<file path="src/rtl/bo_dieu_khien_chia_xung_if.sv">
// Configuration port of the clock-divider controller: valid/ready handshake
// carrying the half-period terminal count and the burst pulse count.
interface bo_dieu_khien_chia_xung_if #(
    parameter int unsigned CNT_W   = 25,
    parameter int unsigned PULSE_W = 8
);
    logic               cfg_valid;
    logic               cfg_ready;
    logic [CNT_W-1:0]   cfg_div;
    logic [PULSE_W-1:0] cfg_pulses;

    // Control logic offering a new divide setting
    modport master (
        output cfg_valid,
        output cfg_div,
        output cfg_pulses,
        input  cfg_ready
    );

    // Divider controller accepting the setting
    modport slave (
        input  cfg_valid,
        input  cfg_div,
        input  cfg_pulses,
        output cfg_ready
    );
endinterface

</file>
<file path="src/rtl/bo_dieu_khien_chia_xung.sv">
// Programmable clock-divider controller. Produces a registered divided square
// wave (clk_out) and a one-cycle tick on every toggle, running continuously or
// for a burst of N full periods. Settings written while running are held in a
// shadow register and take effect only on a half-period boundary.
module bo_dieu_khien_chia_xung #(
    parameter int unsigned CNT_W       = 25,
    parameter int unsigned DEFAULT_DIV = 24999999,
    parameter int unsigned PULSE_W     = 8
) (
    input  logic                         clk_in,
    input  logic                         rst,
    input  logic                         en,
    bo_dieu_khien_chia_xung_if.slave     cfg,
    output logic                         clk_out,
    output logic                         tick,
    output logic                         busy,
    output logic                         done
);

    typedef enum logic {
        IDLE,
        RUN
    } state_t;

    state_t             state;
    logic [CNT_W-1:0]   cnt;
    logic [CNT_W-1:0]   div_reg;
    logic [CNT_W-1:0]   div_shadow;
    logic [PULSE_W-1:0] pulse_reg;
    logic [PULSE_W-1:0] pulse_shadow;
    logic [PULSE_W-1:0] rise_cnt;
    logic               pend;

    logic               xfer;
    logic               at_toggle;
    logic               burst_end;

    assign cfg.cfg_ready = !pend;
    assign busy          = (state == RUN);

    // Handshake and boundary decode from the current register state
    always_comb begin
        xfer      = cfg.cfg_valid && !pend;
        at_toggle = (cnt == div_reg);
        burst_end = at_toggle && clk_out && (pulse_reg != '0) && (rise_cnt == pulse_reg);
    end

    // Controller state, half-period counter, config registers and outputs
    always_ff @(posedge clk_in) begin
        if (rst) begin
            state        <= IDLE;
            cnt          <= '0;
            div_reg      <= CNT_W'(DEFAULT_DIV);
            div_shadow   <= '0;
            pulse_reg    <= '0;
            pulse_shadow <= '0;
            rise_cnt     <= '0;
            pend         <= 1'b0;
            clk_out      <= 1'b0;
            tick         <= 1'b0;
            done         <= 1'b0;
        end else begin
            tick <= 1'b0;
            done <= 1'b0;
            unique case (state)
                IDLE: begin
                    cnt <= '0;
                    if (xfer) begin
                        div_reg   <= cfg.cfg_div;
                        pulse_reg <= cfg.cfg_pulses;
                    end
                    if (en) begin
                        state    <= RUN;
                        clk_out  <= 1'b0;
                        rise_cnt <= '0;
                    end
                end
                RUN: begin
                    if (!en && !clk_out) begin
                        // Stop in the low phase: leave at once, no toggle, no tick.
                        // Any setting (pending or offered now) lands directly,
                        // since IDLE must never be left with pend set.
                        state <= IDLE;
                        cnt   <= '0;
                        if (pend) begin
                            div_reg   <= div_shadow;
                            pulse_reg <= pulse_shadow;
                        end else if (xfer) begin
                            div_reg   <= cfg.cfg_div;
                            pulse_reg <= cfg.cfg_pulses;
                        end
                        pend <= 1'b0;
                    end else if (at_toggle) begin
                        cnt     <= '0;
                        clk_out <= ~clk_out;
                        tick    <= 1'b1;
                        if (!clk_out) begin
                            rise_cnt <= rise_cnt + 1'b1;
                        end
                        if (clk_out && (burst_end || !en)) begin
                            // Falling toggle ends the run (burst complete or stop request)
                            state <= IDLE;
                            done  <= burst_end;
                            if (pend) begin
                                div_reg   <= div_shadow;
                                pulse_reg <= pulse_shadow;
                            end else if (xfer) begin
                                div_reg   <= cfg.cfg_div;
                                pulse_reg <= cfg.cfg_pulses;
                            end
                            pend <= 1'b0;
                        end else if (pend) begin
                            // Boundary: adopt the shadow; burst counting restarts
                            div_reg   <= div_shadow;
                            pulse_reg <= pulse_shadow;
                            pend      <= 1'b0;
                            rise_cnt  <= '0;
                        end else if (xfer) begin
                            // Offered on a boundary: deferred to the following one
                            div_shadow   <= cfg.cfg_div;
                            pulse_shadow <= cfg.cfg_pulses;
                            pend         <= 1'b1;
                        end
                    end else begin
                        cnt <= cnt + 1'b1;
                        if (xfer) begin
                            div_shadow   <= cfg.cfg_div;
                            pulse_shadow <= cfg.cfg_pulses;
                            pend         <= 1'b1;
                        end
                    end
                end
            endcase
        end
    end

endmodule

</file>
<file path="src/flat_wrapper.sv">
// flat-port wrapper written by rule: the top's interface ports become plain ports
module bo_dieu_khien_chia_xung_flat 
#(
    parameter int unsigned CNT_W       = 25,
    parameter int unsigned DEFAULT_DIV = 24999999,
    parameter int unsigned PULSE_W     = 8
)
  (clk_in, rst, en, clk_out, tick, busy, done, cfg_cfg_valid, cfg_cfg_div, cfg_cfg_pulses, cfg_cfg_ready);
  bo_dieu_khien_chia_xung_if #(.CNT_W(CNT_W), .PULSE_W(PULSE_W)) cfg_i ();
  input  logic clk_in;
  input  logic rst;
  input  logic en;
  output logic clk_out;
  output logic tick;
  output logic busy;
  output logic done;
  input wire logic [$bits(cfg_i.cfg_valid)-1:0] cfg_cfg_valid;
  input wire logic [$bits(cfg_i.cfg_div)-1:0] cfg_cfg_div;
  input wire logic [$bits(cfg_i.cfg_pulses)-1:0] cfg_cfg_pulses;
  output wire logic [$bits(cfg_i.cfg_ready)-1:0] cfg_cfg_ready;
  assign cfg_i.cfg_valid = cfg_cfg_valid;
  assign cfg_i.cfg_div = cfg_cfg_div;
  assign cfg_i.cfg_pulses = cfg_cfg_pulses;
  assign cfg_cfg_ready = cfg_i.cfg_ready;
  bo_dieu_khien_chia_xung #(.CNT_W(CNT_W), .DEFAULT_DIV(DEFAULT_DIV), .PULSE_W(PULSE_W)) u_core (.clk_in(clk_in), .rst(rst), .en(en), .cfg(cfg_i), .clk_out(clk_out), .tick(tick), .busy(busy), .done(done));
endmodule
</file>
<file path="config.mk">
export PLATFORM = sky130hd
export DESIGN_NAME = bo_dieu_khien_chia_xung_flat
export DESIGN_NICKNAME = d
export VERILOG_FILES = /design/src/rtl/bo_dieu_khien_chia_xung_if.sv /design/src/rtl/bo_dieu_khien_chia_xung.sv /design/src/flat_wrapper.sv
export SDC_FILE = /design/constraint.sdc
export NUM_CORES = 1
export LEC_CHECK = 0
export ABC_CLOCK_PERIOD_IN_PS = 6090
export BUFFER_PORTS_ARGS = -buffer_cell sky130_fd_sc_hd__buf_2
export CORE_ASPECT_RATIO = 0.75
export CORE_UTILIZATION = 65
export CTS_CLUSTER_SIZE = 12
export DETAILED_ROUTE_END_ITERATION = 10
export GPL_ROUTABILITY_DRIVEN = 0
export PLACE_DENSITY = 0.85
export SLEW_MARGIN = 40
export SYNTH_ARGS = -nofsm -noshare
export SYNTH_HDL_FRONTEND = slang
export SYNTH_SLANG_ARGS = --single-unit
</file>
<file path="constraint.sdc">
create_clock -name clk_in -period 6.09 [get_ports clk_in]
set_clock_uncertainty 0.05 [all_clocks]
set_input_delay 0.3045 -clock clk_in [delete_from_list [all_inputs] [get_ports clk_in]]
set_output_delay 0.3045 -clock clk_in [all_outputs]
set_load 0.005 [all_outputs]
</file>
Word-level counts from Yosys, hierarchy flattened
Cells that the tools add are included.

word-level totals
  word-level logic and storage cells = 93
  input port bits = 37
  output and inout bits = 5
  register bits after elaboration = 104

cells by class
  equal/unequal tests = 9
  reduce and logical (&&, ||, !) cells = 18
  bitwise operators = 5
  mux-type cells = 48
  add/sub/neg operators = 2

operators by type and width
  operator                 number
  $mux W25                 12
  $mux W8                  16
  $pmux W25 S2             2
  $pmux W8 S2              2
  $add A25 B1 Y25 const B  1
  $eq A25 B25 Y1           1
  $mux W1                  14
  $ne A2 B2 Y1 const B     5
  $add A8 B1 Y8 const B    1
  $eq A8 B8 Y1             1
  $reduce_bool A8 Y1       1
  $logic_and A1 B1 Y1      6
  $not A1 Y1               5
  $reduce_or A5 Y1         1
  $ne A4 B4 Y1 const B     1
  $pmux W1 S2              2
  $reduce_and A2 Y1        2
  $reduce_and A4 Y1        1
  $logic_not A1 Y1         3
  $ne A3 B3 Y1 const B     1
  $reduce_and A3 Y1        1
  $reduce_bool A3 Y1       1
  $reduce_or A3 Y1         1
  $logic_or A1 B1 Y1       1

Longest topological paths before layout
Gate-level depths: netlist of run 1.

  depth after elaboration = 10
  depth in mapped cells = 10
  depth with buffers taken out = 7

Worst setup path after synthesis of run 1
OpenSTA, ideal clock, no wires.

  kind = register -> register
  start point = register u_core.pulse_reg[2]
  end point = register u_core.div_shadow[10]
  buffers on the path = 2
  required time = 5,968 ps
  setup slack = 3,922 ps
  arrival time = 2,046 ps
  clock period less this slack = 2,168 ps
  stages on the path, launching flop included = 9
  setup time = 72 ps
  cells stage by stage = dfxtp_1 -> or4_4 -> o211ai_2 -> nor3_2 -> a31oi_4 -> o21a_1 -> buf_6 -> buf_12 -> mux2i_1

between the ends
  word-level cells in the longest chain between the ends = 7
  elaborated cells between the ends (all ways) = 8
  classes of those cells = eq/ne (2); reduce/logical (6)

RTL lines
  item                           RTL line                        source
  from (decl)                    bo_dieu_khien_chia_xung.sv:29   logic [PULSE_W-1:0] pulse_reg;
  from (signal assigned)         bo_dieu_khien_chia_xung.sv:70   pulse_reg <= cfg.cfg_pulses;
  from (signal assigned)         bo_dieu_khien_chia_xung.sv:87   pulse_reg <= pulse_shadow;
  from (signal assigned)         bo_dieu_khien_chia_xung.sv:90   pulse_reg <= cfg.cfg_pulses;
  $reduce_bool A8 Y1             bo_dieu_khien_chia_xung.sv:45   burst_end = at_toggle && clk_out && (pulse_reg != '0) && (rise_cnt == pulse_reg);
  $logic_and A1 B1 Y1            bo_dieu_khien_chia_xung.sv:45
  $logic_and A1 B1 Y1 *          bo_dieu_khien_chia_xung.sv:45
  $logic_or A1 B1 Y1 *           bo_dieu_khien_chia_xung.sv:100  if (clk_out && (burst_end || !en)) begin
  $logic_and A1 B1 Y1 *          bo_dieu_khien_chia_xung.sv:100
  $ne A2 B2 Y1 (no line) *       --
  $reduce_and A4 Y1 (no line) *  --
  to (signal assigned)           bo_dieu_khien_chia_xung.sv:120  div_shadow <= cfg.cfg_div;
  to (signal assigned)           bo_dieu_khien_chia_xung.sv:127  div_shadow <= cfg.cfg_div;
  to (decl)                      bo_dieu_khien_chia_xung.sv:28   logic [CNT_W-1:0] div_shadow;

Every way passes the cells marked *; elsewhere a longest branch is shown, timed or not.
A chain may end at the register's enable or synchronous reset.

Final worst setup path of run 1
  start point = register u_core.cnt[9]
  end point = register u_core.div_reg[17]

between the ends
  word-level cells in the longest chain between the ends = 10
  elaborated cells between the ends (all ways) = 13
  classes of those cells = eq/ne (3); mux (4); reduce/logical (6)

RTL lines
  item                               RTL line                        source
  from (decl)                        bo_dieu_khien_chia_xung.sv:26   logic [CNT_W-1:0] cnt;
  from (signal assigned)             bo_dieu_khien_chia_xung.sv:125  cnt <= cnt + 1'b1;
  $eq A25 B25 Y1 *                   bo_dieu_khien_chia_xung.sv:44   at_toggle = (cnt == div_reg);
  $logic_and A1 B1 Y1 (3 in series)  bo_dieu_khien_chia_xung.sv:45
  $logic_or A1 B1 Y1                 bo_dieu_khien_chia_xung.sv:100
  $logic_and A1 B1 Y1                bo_dieu_khien_chia_xung.sv:100
  $mux W25                           bo_dieu_khien_chia_xung.sv:100
  $mux W25                           bo_dieu_khien_chia_xung.sv:93   end else if (at_toggle) begin
  $mux W25                           bo_dieu_khien_chia_xung.sv:79   if (!en && !clk_out) begin
  $pmux W25 S2                       bo_dieu_khien_chia_xung.sv:65   unique case (state)
  to (signal assigned)               bo_dieu_khien_chia_xung.sv:69   div_reg <= cfg.cfg_div;
  to (signal assigned)               bo_dieu_khien_chia_xung.sv:86   div_reg <= div_shadow;
  to (signal assigned)               bo_dieu_khien_chia_xung.sv:105  div_reg <= div_shadow;
  to (decl)                          bo_dieu_khien_chia_xung.sv:27   logic [CNT_W-1:0] div_reg;

Every way passes the cells marked *; elsewhere a longest branch is shown, timed or not. The select of a mux whose other input is x is not followed.

==> summary.md, run 1 <==
### Critical path
- 6 — R2R cell count
- 33 — critical-path maximum fanout
- flop — critical path startpoint category
- u_core.div_reg[17] — Reg-to-Reg End
- 0.81 ns — Max stage delay on crit path
- flop — crit end category
- sky130_fd_sc_hd__a31o_2 — slowest cell on the critical path
- xnor2_2, nand4_1, nor4_4, a31o_2, o22ai_2, a32o_1 — CP cell instances
- 6.29 ns — data required time of the critical path
- flop to flop — class of the most critical setup path
- 3.51 ns — Worst EP arrival
- 2.78 ns — setup slack of the most critical reg-to-reg path
- u_core.cnt[9] — reg2reg start

### Power
- 1650 uW — overall power of the completed layout
- 0.134 mV — largest vdd supply drop
- 251 nW/um^2 — power density cells
- 0.00226 uW — Leak Pwr

### Floorplan
- 67.0% — starting density of the core
- 85.8 microns — die height
- 30 — row count
- 42 — I/O pin cnt
- 9760 sq um — floorplan die area
- 9080 sq um — core area
- 114 microns — Die Span X

### STA
- false — unrepaired setup endpoints after global routing
- 302 MHz — Achievable Freq
- 0.152 ns — worst-case hold slack
- 0 — number of hold violations in the final report
- 3.31 ns — min Tclk post-route
- 54.4% — period utilisation layout
- 44.4% — remaining max-slew budget at the tightest pin
- 0 — Final setup viols
- 0 ns — Setup TNS
- 0 — Final Slew Violations
- 0.834 ns — Worst Max-Slew Pin Slew

### Yosys
- 0 — number of synthesized flops with an enable pin
- 0 — synth warn
- sky130_fd_sc_hd__dfxtp_1 — post-synthesis cell type with the largest combined area
- 713 — net count of the mapped netlist
- 674 — Gate Count Post-Synth
- 34.2% — post-synth top area share
- 0% — share of synthesized flip-flops with an asynchronous set or reset
- sky130_fd_sc_hd__dfxtp_1 — most frequently used flop master after synthesis
- 6090 sq um — Cell Area, Synth
- sky130_fd_sc_hd__dfxtp_1 (34%), sky130_fd_sc_hd__mux2_2 (6.3%), sky130_fd_sc_hd__xnor2_1 (5.8%) — most area-consuming cells after synthesis
- 104 — total of flip-flops plus latches after synthesis
- 57 — number of distinct library cells after synthesis
- 9.03 sq um — Avg Synthesized Cell Area
- 34.2% — share of synthesized area occupied by flip-flops and latches

### Placement
- 41 — total of buffers placed on input and output ports
- 10200 microns — half-perimeter wire length of the detailed placement result

### Drt
- 5 — DRT Pass-1 Iters
- 19.8 microns — routed wire length per instance
- 0 — total DRC errors in the routed layout
- 602 — DRC marker count from the first detailed-route iteration
- 6.76 — drt via density
- 16000 microns — overall routed net length
- 0 — DRT antenna net count
- 5487 — vias after detailed routing

### Cells and area
- sky130_fd_sc_hd__dfxtp_1 — most common cell after layout, fill and taps aside
- 3720 sq um — footprint of the multi-input gates
- sky130_fd_sc_hd__dfxtp_1 (104), sky130_fd_sc_hd__nand2_1 (79), sky130_fd_sc_hd__buf_2 (41) — leading cell types in the layout, fill and taps excluded
- 72.3% — final core utilization
- 18.7% — share of layout cells above drive strength 1
- 2080 sq um — Seq. cell area
- 7.87% — Layout area overhead
- 718 — NumNets Final
- 692 — count of filler cells inserted in the layout
- 0 — Inserted Diodes

### Clock network
- 0.07 ns — clock-pin slew of the registers on the worst-case setup and hold paths
- 9 — Inserted Clock Buffers
- 0 — number of setup buffers added after CTS
- 2 — maximum buffer depth of the clock tree
- yes — TritonCTS clock tree
- 0 — count of hold-fix buffers inserted at cts
- sky130_fd_sc_hd__clkbuf_16 — clock root buffer master
- 0.35 ns — later-pin clock latency in the skew report
- 3 — level count of the clock H-tree
- 104 — number of sinks driven by the clock tree
- 0 — number of resized instances in the post-cts repair step

### Global routing
- 0 — overflow left after global routing
- 33.7% — overall fraction of global-route tracks in use
- 0 — antenna violations before repair
- 100 — pin count of the biggest net entering global routing
- 25600 microns — wire length of the first global-routing pass
- 5071 — via count of the first global-routing pass

### Hold path
- primary input to flop — class of the most critical hold timing path
- cfg_cfg_pulses[4] — critical hold path startpoint
- 3 — cell count of the worst hold path
- u_core.pulse_shadow[4] — endpoint with the worst hold slack

### Run
- 0 — total of max-cap violations

### Status
- complete, no violations — result of the run

==> kinds of logic (layout without fill, tap and decap cells) <==
group                    after synthesis  after routing  share of synthesized area [%]
AO/OA/AOI/OAI                        153            153                           21.1
XOR/XNOR                              56             56                           8.18
adder cells (fa/ha/maj)                2              2                          0.411
buffers and inverters                 63             73                           5.34
flip-flops                           104            104                           34.2
multiplexers                          68             68                           11.9
AND/OR/NAND/NOR                      228            228                           18.9
==> how the worst max path moves through the flow <==
stage	from	to	slack, ns	depth (start not counted)
after CTS	u_core.cnt[9]	u_core.div_reg[17]	2.83	6
after floorplan	u_core.pulse_reg[2]	u_core.div_shadow[10]	3.92	8
after detailed placement	u_core.cnt[9]	u_core.div_reg[17]	2.83	6
after global placement	u_core.cnt[9]	u_core.div_reg[17]	2.68	6
final	u_core.cnt[9]	u_core.div_reg[17]	2.78	6
after global routing	u_core.cnt[9]	u_core.div_reg[17]	2.64	6
==> synth_stat cells, types with 22 or more instances <==
cell	n
sky130_fd_sc_hd__nand2_1	81
sky130_fd_sc_hd__dfxtp_1	104
sky130_fd_sc_hd__xnor2_1	40
sky130_fd_sc_hd__mux2_2	34
sky130_fd_sc_hd__o21ai_0	22
sky130_fd_sc_hd__nor3b_1	22
sky130_fd_sc_hd__nand4_1	30
sky130_fd_sc_hd__o221ai_1	32
sky130_fd_sc_hd__clkbuf_1	41
sky130_fd_sc_hd__nor2_1	32
sky130_fd_sc_hd__nand3_1	31
sky130_fd_sc_hd__mux2i_1	34
sky130_fd_sc_hd__o22a_1	32
==> critical path, delay by kind of cell (launching register included) <==
kind,cells,cell delay (ns)
compound gates,3,1.64
simple gates,2,0.87
flops,1,0.49
xor+xnor,1,0.14
==> cell type report <==
| class | instances | share of cell area [%] |
|---|---|---|
| clock buffers | 9 | 3.43 |
| inverters | 7 | 0.400 |
| flip-flops and latches | 104 | 31.7 |
| well taps | 128 | 2.44 |
| multi-input cells | 507 | 56.6 |
| repair buffers | 50 | 4.21 |
| clock inverters | 7 | 1.18 |
==> routing by layer <==
| layer | vias to the layer above | GRT usage (%) | part of all wire [%] | wire, microns |
|---|---|---|---|---|
| met5 | - | 0 | 0 | 0 |
| met4 | 0 | 11.6 | 1.5 | 247 |
| met3 | 24 | 8.27 | 9.0 | 1440 |
| met2 | 267 | 53.3 | 45 | 7260 |
| met1 | 2660 | 45.2 | 44 | 7090 |
| li1 | 2536 | - | - | - |
==> per-stage QoR <==
stage	setup slack (ns)	cells	cell area, sq um
floorplan	3.92	674	6090
global placement	2.68	796	6230
detailed placement	2.83	796	6250
CTS	2.83	812	6550
global route	2.64	812	6570
finish	2.78	812	6570
==> power by group <==
part	switching (uW)	internal [uW]	total, uW	leakage (uW)
Sequential	48.3	716	765	0.000849
Clock	276	323	598	0.000146
Combinational	148	135	282	0.00126
Total	472	1170	1650	0.00226
(Power assumes the default switching activity.)
==> run 2: changes to the inputs <==
ABC_CLOCK_PERIOD_IN_PS = 2800   (was 6090)
CORE_UTILIZATION = 55   (was 65)
PLACE_DENSITY = 0.76   (was 0.85)
clock period = 2.8 ns   (was 6.09 ns; I/O delays follow)
==> summary.md, run 2 (synthesis results as in run 1) <==
### Clock network
- sky130_fd_sc_hd__clkbuf_16 — clock root buffer master
- 104 — number of sinks driven by the clock tree, unchanged
- 3 — level count of the clock H-tree, unchanged
- 0 — number of resized instances in the post-cts repair step, unchanged
- yes — TritonCTS clock tree
- 0.36 ns — later-pin clock latency in the skew report, about the same
- 0.07 ns — clock-pin slew of the registers on the worst-case setup and hold paths, about the same
- 9 — Inserted Clock Buffers, unchanged
- 2 — maximum buffer depth of the clock tree, unchanged

### Power
- 0.00240 uW — Leak Pwr, +6.3%
- 44.5% — register share of total power, -2.0 points
- 27.5% — net switching share of the total power, -1.2 points
- 1020 uW — power dissipated by switching net loads, +120%
- 0.331 mV — largest vdd supply drop, +150%
- 2700 uW — cell internal power dissipation, +130%
- 37.8% — part of the power in the clock network, +1.4 points
- 542 nW/um^2 — power density cells, +120%
- 17.7% — part of the power in combinational logic, +0.5 points

### STA
- 0.250 ns — PnR worst setup slack, -2.53 ns
- 0 — Final Slew Violations, unchanged
- 392 MHz — Achievable Freq, +30%
- 54.8% — remaining max-slew budget at the tightest pin, +10 points
- 0 — number of hold violations in the final report, unchanged
- false — unrepaired setup endpoints after global routing
- 0.00394 ns — worst-case hold slack, -0.148 ns
- 2.55 ns — min Tclk post-route, -0.765 ns
- 0.678 ns — Worst Max-Slew Pin Slew, -0.156 ns
- 0 ns — Setup TNS, unchanged
- 91.1% — period utilisation layout, +37 points
- 0 — Final setup viols, unchanged

### Global routing
- 30.4% — overall fraction of global-route tracks in use, -3.3 points
- 67 — pin count of the biggest net entering global routing, -33%
- 5353 — via count of the first global-routing pass, +5.6%
- 0 — antenna violations before repair, unchanged
- 27100 microns — wire length of the first global-routing pass, +6.0%
- 0 — overflow left after global routing, unchanged

### Drt
- 0 — DRT antenna net count, unchanged
- 19.6 microns — routed wire length per instance, -0.68%
- 5630 — vias after detailed routing, +2.6%
- 6.62 — drt via density, -2.0%
- 0 — total DRC errors in the routed layout, unchanged
- 687 — DRC marker count from the first detailed-route iteration, +14%
- 5 — DRT Pass-1 Iters, unchanged
- 16700 microns — overall routed net length, +4.0%

### Cells and area
- 12.6% — Layout area overhead
- 748 — NumNets Final, +4.2%
- sky130_fd_sc_hd__dfxtp_1 (104), sky130_fd_sc_hd__nand2_1 (81), sky130_fd_sc_hd__buf_2 (41) — leading cell types in the layout, fill and taps excluded
- sky130_fd_sc_hd__dfxtp_1 — most common cell after layout, fill and taps aside
- 833 — count of filler cells inserted in the layout, +20%
- 19.7% — share of layout cells above drive strength 1, +1.0 points
- 0 — Inserted Diodes, unchanged
- 65.1% — final core utilization, -7.2 points

### Critical path
- 8 — R2R cell count, +2
- u_core.div_reg[6] — critical path startpoint
- 0.25 ns — setup slack of the most critical reg-to-reg path, -2.53 ns
- u_core.pulse_reg[0] — Reg-to-Reg End
- flop to flop — class of the most critical setup path
- u_core.pulse_reg[0] — capture point of the critical path
- 2.77 ns — Worst EP arrival, -0.74 ns
- flop — crit end category
- 18 — critical-path maximum fanout, -45%
- u_core.div_reg[6] — reg2reg start
- flop — critical path startpoint category
- 3.02 ns — data required time of the critical path, -3.27 ns

### Floorplan
- 93.1 microns — die height, +8.5%
- 11500 sq um — floorplan die area, +18%
- 57.8% — starting density of the core, -9.2 points
- 32 — row count, +6.7%
- 123 microns — Die Span X, +8.6%
- 10500 sq um — core area, +16%
- 42 — I/O pin cnt, unchanged

### Placement
- 10800 microns — half-perimeter wire length of the detailed placement result, +5.9%
- 41 — total of buffers placed on input and output ports, unchanged
- 0.235 ns — Setup WS pre-CTS, -2.59 ns

### Hold path
- primary input to flop — class of the most critical hold timing path
- cfg_cfg_div[7] — critical hold path startpoint

### Run
- 0 — total of max-cap violations, unchanged

### Status
- complete, no violations — result of the run

==> run 2: cell types whose count changed in the layout (fill, tap and decap cells not counted), moves of 2 or more <==
cell | before | now
sky130_fd_sc_hd__nand2_2 | 2 | 0
sky130_fd_sc_hd__dlygate4sd3_1 | 0 | 14
sky130_fd_sc_hd__nand2_1 | 79 | 81
sky130_fd_sc_hd__buf_4 | 8 | 25
sky130_fd_sc_hd__clkinv_4 | 2 | 0
==> run 2: per-stage QoR <==
step           power (uW)  cell area, sq um  instances
2_1_floorplan        2140              6090        674
3_3_place_gp         2280              6360        820
3_5_place_dp         2310              6380        820
4_1_cts              3720              6850        850
5_1_grt              3860              6860        850
6_report             3720              6860        850
==> run 2: worst max-delay path: stages, from the launching register on <==
cell and delay [ns]:
sky130_fd_sc_hd__dfxtp_1 0.37, sky130_fd_sc_hd__xnor2_1 0.27, sky130_fd_sc_hd__nand4_1 0.15, sky130_fd_sc_hd__nor4_2 0.31, sky130_fd_sc_hd__buf_4 0.26, sky130_fd_sc_hd__a31oi_4 0.12
sky130_fd_sc_hd__buf_4 0.23, sky130_fd_sc_hd__a211o_4 0.47, sky130_fd_sc_hd__o211ai_1 0.23
==> run 2: final cells by class <==
cell class                      count  area [sq um]  share of cell area [%]
Multi-Input combinational cell    507          3710                    54.2
Sequential cell                   104          2080                    30.4
Timing Repair Buffer               80           533                    7.78
Clock buffer                       11           243                    3.54
Tap cell                          136           170                    2.48
Clock inverter                      5          87.6                    1.28
Inverter                            7          26.3                   0.383
==> run 2: how the worst min path moves through the flow <==
| stage | to | cells after the start |
|---|---|---|
| after floorplan | u_core.busy | 2 |
| after global placement | u_core.pulse_shadow[0] | 3 |
| after detailed placement | u_core.div_shadow[2] | 3 |
| after CTS | u_core.div_shadow[12] | 3 |
| after global routing | u_core.div_shadow[12] | 3 |
| final | u_core.div_shadow[7] | 3 |
==> run 2: metal layers <==
layer / GRT usage (%) / routed length [microns] / vias up
li1: - / - / 2597
met1: 41.4 / 7520 / 2739
met4: 10.3 / 299 / 0
met5: 0 / 0 / -
met3: 6.10 / 1250 / 32
met2: 47.9 / 7610 / 262
==> run 2: power groups by stage <==
stage	Combinational (uW)	Clock (uW)	Sequential, uW
floorplan	489	0	1650
global placement	600	0	1680
detailed placement	627	0	1680
CTS	648	1420	1650
global route	712	1480	1660
finish	657	1410	1650
==> run 2: repair_timing <==
action,CTS,global route
hold endpoints to repair,14,0
buffers inserted,0,0
hold buffers,14,0
==> run 3: changes to the inputs <==
CELL_PAD_IN_SITES_DETAIL_PLACEMENT = 1   (was unset)
CELL_PAD_IN_SITES_GLOBAL_PLACEMENT = 2   (was unset)
CORE_UTILIZATION = 35   (was 55)
PLACE_DENSITY = unset   (was 0.76)
PLACE_DENSITY_LB_ADDON = 0.1   (was unset)
==> summary.md, run 3 (synthesis results as in run 1) <==
### Drt
- 0 — DRT antenna net count, unchanged
- 4 — DRT Pass-1 Iters, -1
- 5473 — vias after detailed routing, -2.8%
- 21.3 microns — routed wire length per instance, +8.6%
- 20100 microns — overall routed net length, +20%
- 360 — DRC marker count from the first detailed-route iteration, -48%
- 0 — total DRC errors in the routed layout, unchanged
- 5.81 — drt via density, -12%

### Global routing
- 0 — antenna violations before repair, unchanged
- 31900 microns — wire length of the first global-routing pass, +17%
- 0 — overflow left after global routing, unchanged
- 5453 — via count of the first global-routing pass, +1.9%
- 23.2% — overall fraction of global-route tracks in use, -7.3 points
- 41 — pin count of the biggest net entering global routing, -39%

### Cells and area
- 0 — Inserted Diodes, unchanged
- 41.8% — final core utilization, -23 points
- 19.9% — share of layout cells above drive strength 1, +0.20 points
- 761 — NumNets Final, +1.7%
- 1967 — count of filler cells inserted in the layout, +140%
- sky130_fd_sc_hd__dfxtp_1 (104), sky130_fd_sc_hd__nand2_1 (81), sky130_fd_sc_hd__buf_2 (41) — leading cell types in the layout, fill and taps excluded
- sky130_fd_sc_hd__dfxtp_1 — most common cell after layout, fill and taps aside
- 16.2% — Layout area overhead

### Critical path
- 18 — critical-path maximum fanout, unchanged
- sky130_fd_sc_hd__a211o_4 — slowest cell on the critical path
- sky130_fd_sc_hd__buf_4 — cell type with the highest occurrence count on the critical path
- xnor2_1, nand4_1, nor3_2, buf_4, a31oi_4, buf_4, a211o_4, o211ai_1 — CP cell instances
- flop — critical path startpoint category
- 3.03 ns — data required time of the critical path, about the same
- flop — crit end category
- flop to flop — class of the most critical setup path
- 0.48 ns — Max stage delay on crit path, about the same
- 2.79 ns — Worst EP arrival, +0.02 ns

### Power
- 36.3% — part of the power in the clock network, -1.5 points
- 1050 uW — power dissipated by switching net loads, +3.2%
- 3660 uW — overall power of the completed layout, -1.6%
- 28.8% — net switching share of the total power, +1.3 points
- 0.289 mV — largest vdd supply drop, -12%
- 2610 uW — cell internal power dissipation, -3.4%
- 518 nW/um^2 — power density cells, -4.6%
- 45.5% — register share of total power, +1.0 points
- 0.00245 uW — Leak Pwr, +2.4%
- 18.2% — part of the power in combinational logic, +0.5 points

### Hold path
- primary input to flop — class of the most critical hold timing path

### STA
- 0 — Final setup viols, unchanged
- 391 MHz — Achievable Freq, -0.39%
- 91.4% — period utilisation layout, +0.35 points
- 0 — number of hold violations in the final report, unchanged
- false — unrepaired setup endpoints after global routing
- 47.8% — remaining max-slew budget at the tightest pin, -7.0 points
- 0 — Final Slew Violations, unchanged
- 0.776 ns — Worst Max-Slew Pin Slew, +0.0972 ns
- 2.56 ns — min Tclk post-route, +0.00987 ns
- 0 ns — Setup TNS, unchanged

### Floorplan
- 42 — I/O pin cnt, unchanged
- 154 microns — Die Span X, +25%
- 36.0% — starting density of the core, -22 points
- 16900 sq um — core area, +61%
- 116 microns — die height, +25%
- 17900 sq um — floorplan die area, +56%
- 41 — row count, +28%

### Clock network
- 3 — level count of the clock H-tree, unchanged
- 0.35 ns — later-pin clock latency in the skew report, about the same
- sky130_fd_sc_hd__clkbuf_16 — clock root buffer master
- 0 — number of setup buffers added after CTS, unchanged
- 2 — maximum buffer depth of the clock tree, unchanged
- 9 — Inserted Clock Buffers, unchanged
- 104 — number of sinks driven by the clock tree, unchanged
- yes — TritonCTS clock tree
- 0.07 ns — clock-pin slew of the registers on the worst-case setup and hold paths, about the same

### Run
- 0 — total of max-cap violations, unchanged

### Placement
- 41 — total of buffers placed on input and output ports, unchanged
- 13200 microns — half-perimeter wire length of the detailed placement result, +22%

### Status
- complete, no violations — result of the run

run 3: path summary, 6_finish.rpt:
kind,start,slack (ns),end,cells after the start
worst max-delay path,u_core.cnt[20],0.24,u_core.pulse_reg[0],8
worst min-delay path,cfg_cfg_div[21],0.008,u_core.div_shadow[21],3
worst max register to register,u_core.cnt[20],0.24,u_core.pulse_reg[0],8
worst min register to register,u_core.pulse_shadow[4],0.43,u_core.pulse_shadow[4],2
run 3: critical path: cells and delay by family, from the launching register on:
family | cells | cell delay (ns)
AOI/OAI and AO/OA | 3 | 0.77
and+or+nand+nor | 2 | 0.55
buffers and inverters | 2 | 0.46
DFF | 1 | 0.44
xor gates and xnor gates | 1 | 0.20
run 3: timing repair:
item                       4_1_cts  5_1_grt
setup endpoints to repair        0       44
hold buffers                    24        0
hold endpoints to repair        24        0
resized for setup                0        4
run 3: final cells by class:
| type | count | area, sq um | share of cell area (%) |
|---|---|---|---|
| multi-input combinational | 507 | 3710 | 52.5 |
| sequential | 104 | 2080 | 29.4 |
| timing repair buffer | 93 | 684 | 9.68 |
| tap | 215 | 269 | 3.80 |
| clock buffer | 11 | 243 | 3.43 |
| clock inverter | 5 | 56.3 | 0.796 |
| inverter | 7 | 26.3 | 0.372 |
run 3: per-layer routing:
| metal | wire length, microns | global-route usage [%] | vias to the layer above |
|---|---|---|---|
| li1 | - | - | 2623 |
| met5 | 0 | 0 | - |
| met4 | 180 | 5.21 | 0 |
| met1 | 10800 | 35.3 | 2744 |
| met3 | 633 | 3.23 | 12 |
| met2 | 8450 | 34.2 | 94 |
run 3: through the flow:
step | instance area, sq um | instances | worst slack [ns] | hold WS (ns)
finish | 7070 | 942 | 0.241 | 0.00771
global route | 7070 | 942 | 0.0639 | 0.0161
CTS | 7050 | 942 | 0.0190 | 0.00264
detailed placement | 6510 | 902 | 0.0348 | 0.357
global placement | 6510 | 902 | 0.104 | 0.347
floorplan | 6090 | 674 | 0.632 | 0.229
run 3: power groups by stage:
stage	clock network, uW	registers [uW]	logic, uW
after floorplan	0	1650	489
after global placement	0	1690	623
after detailed placement	0	1700	643
after CTS	1360	1660	671
after global routing	1420	1670	730
final	1330	1660	668
